### src/rtl/vmem_pkg.sv
// Shared state encoding and lane geometry for the vector memory sequencer.
package vmem_pkg;

    localparam int unsigned LANES  = 16;
    localparam int unsigned LANE_W = 8;
    localparam int unsigned VEC_W  = LANES * LANE_W;

    typedef enum logic [1:0] {
        StIdle,
        StXfer,
        StDrain,
        StDone
    } vmem_state_t;

endpackage

### src/rtl/vmem_lane_assembler.sv
// Lane-indexed byte capture register that builds the 128-bit vector load result.
module vmem_lane_assembler
    import vmem_pkg::*;
#(
    parameter int unsigned LANES  = 16,
    parameter int unsigned LANE_W = 8,
    parameter int unsigned IDX_W  = 4
) (
    input  logic                    clk,
    input  logic                    reset,
    input  logic                    cap_en,
    input  logic [IDX_W-1:0]        lane,
    input  logic [LANE_W-1:0]       lane_byte,
    output logic [LANES*LANE_W-1:0] vec_data
);

    // Bytes not being captured keep their value, so a store leaves the last load intact.
    always_ff @(posedge clk) begin
        if (reset) begin
            vec_data <= '0;
        end else if (cap_en) begin
            for (int unsigned i = 0; i < LANES; i++) begin
                if (lane == IDX_W'(i)) begin
                    vec_data[i*LANE_W +: LANE_W] <= lane_byte;
                end
            end
        end
    end

endmodule

### src/rtl/vector_mem_sequencer.sv
// Serializes vector loads/stores into byte accesses on one RAM port, arbitrating with scalar ops.
// Define VMEM_WRAP_GUARD_EN to reject vector requests whose byte span wraps past the top of RAM.
module vector_mem_sequencer
    import vmem_pkg::*;
#(
    parameter int unsigned ADDR_W = 8,
    parameter int unsigned LANES  = 16,
    parameter int unsigned LANE_W = 8
) (
    input  logic                    clk,
    input  logic                    reset,
    input  logic                    scalar_req,
    input  logic                    scalar_we,
    input  logic [ADDR_W-1:0]       scalar_addr,
    input  logic [LANE_W-1:0]       scalar_wdata,
    output logic                    scalar_gnt,
    output logic [LANE_W-1:0]       scalar_rdata,
    input  logic                    vec_req,
    input  logic                    vec_we,
    input  logic [ADDR_W-1:0]       vec_addr,
    input  logic [LANES*LANE_W-1:0] vec_wdata,
    output logic [LANES*LANE_W-1:0] vec_rdata,
    output logic                    vec_done,
    output logic                    vec_err,
    output logic                    stall,
    output logic [ADDR_W-1:0]       ram_addr,
    output logic [LANE_W-1:0]       ram_wdata,
    output logic                    ram_wren,
    input  logic [LANE_W-1:0]       ram_q
);

    localparam int unsigned      IDX_W     = $clog2(LANES);
    localparam logic [IDX_W-1:0] LAST_LANE = IDX_W'(LANES - 1);

    vmem_state_t             state_q;
    logic [IDX_W-1:0]        lane_q;
    logic [ADDR_W-1:0]       base_q;
    logic                    we_q;
    logic [LANES*LANE_W-1:0] wdata_q;
    logic                    cap_en_q;
    logic [IDX_W-1:0]        cap_lane_q;

    logic idle;
    logic wrap_hit;
    logic err_now;
    logic vec_accept;

    assign idle = (state_q == StIdle);

`ifdef VMEM_WRAP_GUARD_EN
    logic [ADDR_W:0] vec_end;
    assign vec_end  = {1'b0, vec_addr} + (ADDR_W + 1)'(LANES - 1);
    assign wrap_hit = vec_end[ADDR_W];
`else
    assign wrap_hit = 1'b0;
`endif

    // Scalar wins the port in IDLE; a vector request seen alongside it stays pending.
    assign err_now    = idle & vec_req & ~scalar_req & wrap_hit;
    assign vec_accept = idle & vec_req & ~scalar_req & ~wrap_hit;

    assign vec_err      = err_now;
    assign vec_done     = (state_q == StDone);
    assign stall        = (idle & vec_req & ~err_now) | (state_q == StXfer) | (state_q == StDrain);
    assign scalar_rdata = ram_q;

    always_comb begin
        scalar_gnt = 1'b0;
        ram_addr   = '0;
        ram_wdata  = '0;
        ram_wren   = 1'b0;
        unique case (state_q)
            StIdle: begin
                if (scalar_req) begin
                    scalar_gnt = 1'b1;
                    ram_addr   = scalar_addr;
                    ram_wdata  = scalar_wdata;
                    ram_wren   = scalar_we;
                end
            end
            StXfer: begin
                ram_addr  = base_q + ADDR_W'(lane_q);
                ram_wdata = wdata_q[LANE_W-1:0];
                ram_wren  = we_q;
            end
            default: ;
        endcase
    end

    // Store data is shifted down one lane per beat so the current byte is always at the bottom.
    always_ff @(posedge clk) begin
        if (reset) begin
            state_q    <= StIdle;
            lane_q     <= '0;
            base_q     <= '0;
            we_q       <= 1'b0;
            wdata_q    <= '0;
            cap_en_q   <= 1'b0;
            cap_lane_q <= '0;
        end else begin
            cap_en_q <= 1'b0;
            unique case (state_q)
                StIdle: begin
                    if (vec_accept) begin
                        state_q <= StXfer;
                        lane_q  <= '0;
                        base_q  <= vec_addr;
                        we_q    <= vec_we;
                        wdata_q <= vec_wdata;
                    end
                end
                StXfer: begin
                    cap_en_q   <= ~we_q;
                    cap_lane_q <= lane_q;
                    wdata_q    <= wdata_q >> LANE_W;
                    if (lane_q == LAST_LANE) begin
                        lane_q  <= '0;
                        state_q <= we_q ? StDone : StDrain;
                    end else begin
                        lane_q <= lane_q + IDX_W'(1);
                    end
                end
                StDrain: state_q <= StDone;
                StDone:  state_q <= StIdle;
                default: state_q <= StIdle;
            endcase
        end
    end

    vmem_lane_assembler #(
        .LANES  (LANES),
        .LANE_W (LANE_W),
        .IDX_W  (IDX_W)
    ) u_assembler (
        .clk       (clk),
        .reset     (reset),
        .cap_en    (cap_en_q),
        .lane      (cap_lane_q),
        .lane_byte (ram_q),
        .vec_data  (vec_rdata)
    );

endmodule

### config.mk
export PLATFORM = sky130hd
export DESIGN_NAME = vector_mem_sequencer
export DESIGN_NICKNAME = d
export VERILOG_FILES = /design/src/rtl/vmem_pkg.sv /design/src/rtl/vmem_lane_assembler.sv /design/src/rtl/vector_mem_sequencer.sv
export SDC_FILE = /design/constraint.sdc
export NUM_CORES = 1
export LEC_CHECK = 0
export CAP_MARGIN = 20
export CORE_MARGIN = 5
export CORE_UTILIZATION = 25
export DETAILED_ROUTE_END_ITERATION = 16
export PLACE_DENSITY = 0.44
export SETUP_SLACK_MARGIN = 0.4
export SLEW_MARGIN = 20
export SYNTH_ARGS = -nofsm -noshare
export SYNTH_HDL_FRONTEND = slang
export SYNTH_SLANG_ARGS = --single-unit
export TNS_END_PERCENT = 1
### constraint.sdc
create_clock -name clk -period 2.5 [get_ports clk]
set_input_delay 0.75 -clock clk [delete_from_list [all_inputs] [get_ports clk]]
set_output_delay 0.75 -clock clk [all_outputs]
set_load 0.05 [all_outputs]
==> results.toml <==
[status]
outcome = "complete, but fails checks"
violations = "setup timing"

[logic_synthesis]
syn_nets = 1340
synth_top_area_share_pct = 46.9
yosysMostFrequentCell = "dfxtp_1"
yosys_register_bits = 276
synth_common_cells = "dfxtp_1 (276), nor2_1 (265), mux2i_1 (253), a211oi_1 (61), a211oi_2 (59)"
ys_top_cells_by_area = "dfxtp_1 (47%), mux2i_1 (21%), nor2_1 (8.4%)"
synth_area_leader_cell = "dfxtp_1"
synth_warnings = 0
syn_area_mm2 = 0.0118
synthArstFlopShare_pct = 0
avgSynthCellArea_um2 = 10.1
synth_flop_cell = "dfxtp_1"
syn_inst = 1164
synth_edf_count = 0
seq_area_frac_synth_pct = 46.9
synthDistinctLibCells = 48

[placement]
placed_cell_area_mm2 = 0.0161
dp_hpwl_um = 28500
dp.cells = 2045
place_congestion = 0.730
numPortBuffers = 321

[global_routing]
grt_usage_pct = 15.0
antenna_found_initial = 6
grt_pass1_wl_um = 60200
grt_pass1_vias = 9565
grt_max_degree = 68
overflow = 0

[critical_path]
rrSetupSlack_ns = 0.40
criticalPathCategory = "reg2out"
required_ns = 1.75
rr_startpoint = "state_q[0]"
cp-start-kind = "register"
crit_arrival_ns = 2.20
r2r-end = "wdata_q[72]"
crit_path_end_kind = "primary output"
rr_worst_depth = 7
crit_fanout = 2

[clock_tree]
cts.path.max_buffers = 3
cts.clk_slew.worst_paths_ns = 0.06
clockRootBuffer = "clkbuf_16"
cts_tree = "done"
cts_setup_buffers = 0
cts-buffers-inserted = 35
cts_htree_levels = 2
clk_latency_ns = 0.52
hold_buffers = 0
clock-sinks = 276

[sta]
max_freq_ghz = 0.339
max_slew_margin_pct = 53.5
report.final.slew_viol_count = 0
skew_ns = 0.00870
rsz0062_at_grt = "yes"
finalSetupViolCount = 16
fin_crit_ns = 2.95
worst_slew_pin_slew_ns = 0.698
worst_slack_ns = -0.449
finalHoldViolCount = 0
finalCritPeriodShare_pct = 118

[routing]
vias_per_cell = 4.50
wl_per_cell_um = 19.1
drt-total-wl_um = 40200
drt_iter0_markers = 498
ant_nets = 0
num_vias = 9473
drt-pass1-iter-count = 4
drc = 0

[finish]
final_cell_count_no_fill = 2107
drive_gt1_share_pct = 25.1
nNetsFinal = 1651
final_cell_area_mm2 = 0.0175
fillers = 4669
area_delta_synth_final_pct = 48.9

[power_and_ir_drop]
ir_drop_v = 0.000659
leakage_nw = 6.46
power.density_mw_per_mm2 = 929

[die]
die_w_um = 227
core_mm2 = 0.0466
die_area_mm2 = 0.0516
fp.dieH_um = 227
initial_core_util_pct = 25.3
io_pins = 323
rows = 79

[min_path]
hp-start = "u_assembler.vec_data[5]"
worstHoldPathCells = 2
min_to = "u_assembler.vec_data[5]"
hold_class = "reg2reg"

[flow_run]
drv_cap = 0
registers in the layout (all words and copies together) (netlist names):
register / cells
u_assembler.vec_data: 128
wdata_q: 128
base_q: 8
cap_lane_q: 4
lane_q: 4
state_q: 2
cap_en_q: 1
we_q: 1
metal layers:
| metal | vias up | GRT usage, % | wire length (um) |
|---|---|---|---|
| li1 | 4731 | - | - |
| met4 | 12 | 3.47 | 634 |
| met2 | 234 | 23.5 | 18000 |
| met1 | 4440 | 19.7 | 17900 |
| met5 | - | 0 | 69 |
| met3 | 56 | 6.03 | 3540 |
where the power goes:
group | total, mW | internal [mW] | switching (mW)
combinational | 5.88 | 2.69 | 3.19
clock | 4.92 | 2.94 | 1.97
sequential | 5.51 | 5.11 | 0.404
critical path, cell delays in order, from the launching register on:
cell,delay (ns)
dfxtp_2,0.33
ha_4,0.16
inv_2,0.05
fa_2,0.20
nor2b_2,0.05
o21a_1,0.17
or3_1,0.31
a32o_2,0.27
buf_12,0.15
area by class of cell:
| type | count | area (um2) | share of cell area [%] |
|---|---|---|---|
| sequential | 276 | 5540 | 31.6 |
| antenna | 1 | 2.50 | 0.0143 |
| tap | 607 | 759 | 4.33 |
| inverter | 7 | 28.8 | 0.164 |
| clock buffer | 47 | 1010 | 5.78 |
| clock inverter | 14 | 100 | 0.571 |
| multi-input combinational | 778 | 5860 | 33.4 |
| timing repair buffer | 377 | 4240 | 24.2 |
cell families after synthesis:
kind of cell,after synthesis,synth area share (%)
simple gates,336,11.7
flops,276,46.9
mux,254,21.6
compound gates,175,13.7
buf+inv,110,4.85
fa+ha+maj,10,1.13
xor+xnor,2,0.149
other cells,1,0.0318
worst max-delay path by stage:
stage / startpoint / endpoint
floorplan: lane_q[0] / ram_addr[4]
global placement: scalar_req / ram_addr[5]
detailed placement: scalar_req / ram_addr[5]
CTS: lane_q[0] / ram_addr[4]
global route: lane_q[0] / ram_addr[4]
finish: lane_q[0] / ram_addr[4]
per-stage QoR:
step	util, %	TNS (ns)	power, mW	setup slack (ns)	hold WS [ns]
floorplan	-	0	9.56	0.127	0.420
global placement	34.7	-4.14	11.4	-0.287	0.445
detailed placement	34.7	-4.41	11.4	-0.305	0.447
CTS	37.6	-3.45	16.6	-0.499	0.459
global route	37.7	-3.87	17.3	-0.553	0.488
finish	37.7	-2.49	16.3	-0.449	0.458
timing repair:
| action | CTS | global route |
|---|---|---|
| pin swaps | 8 | 11 |
| gates resized for setup | 416 | 8 |
| hold endpoints to repair | 0 | 0 |
| setup endpoints to repair | 218 | 65 |
layout by cell type (no fill, tap or decap), types with 13 or more instances in the layout:
cell,instances
nand3_1,13
mux2i_1,253
clkdlybuf4s15_2,127
nor2_1,265
buf_4,41
a211oi_2,59
dfxtp_1,269
clkdlybuf4s50_1,155
clkbuf_16,37
nand2_1,19
a211oi_1,61
buf_12,41
Note: power is estimated with default switching activity, not from simulation.
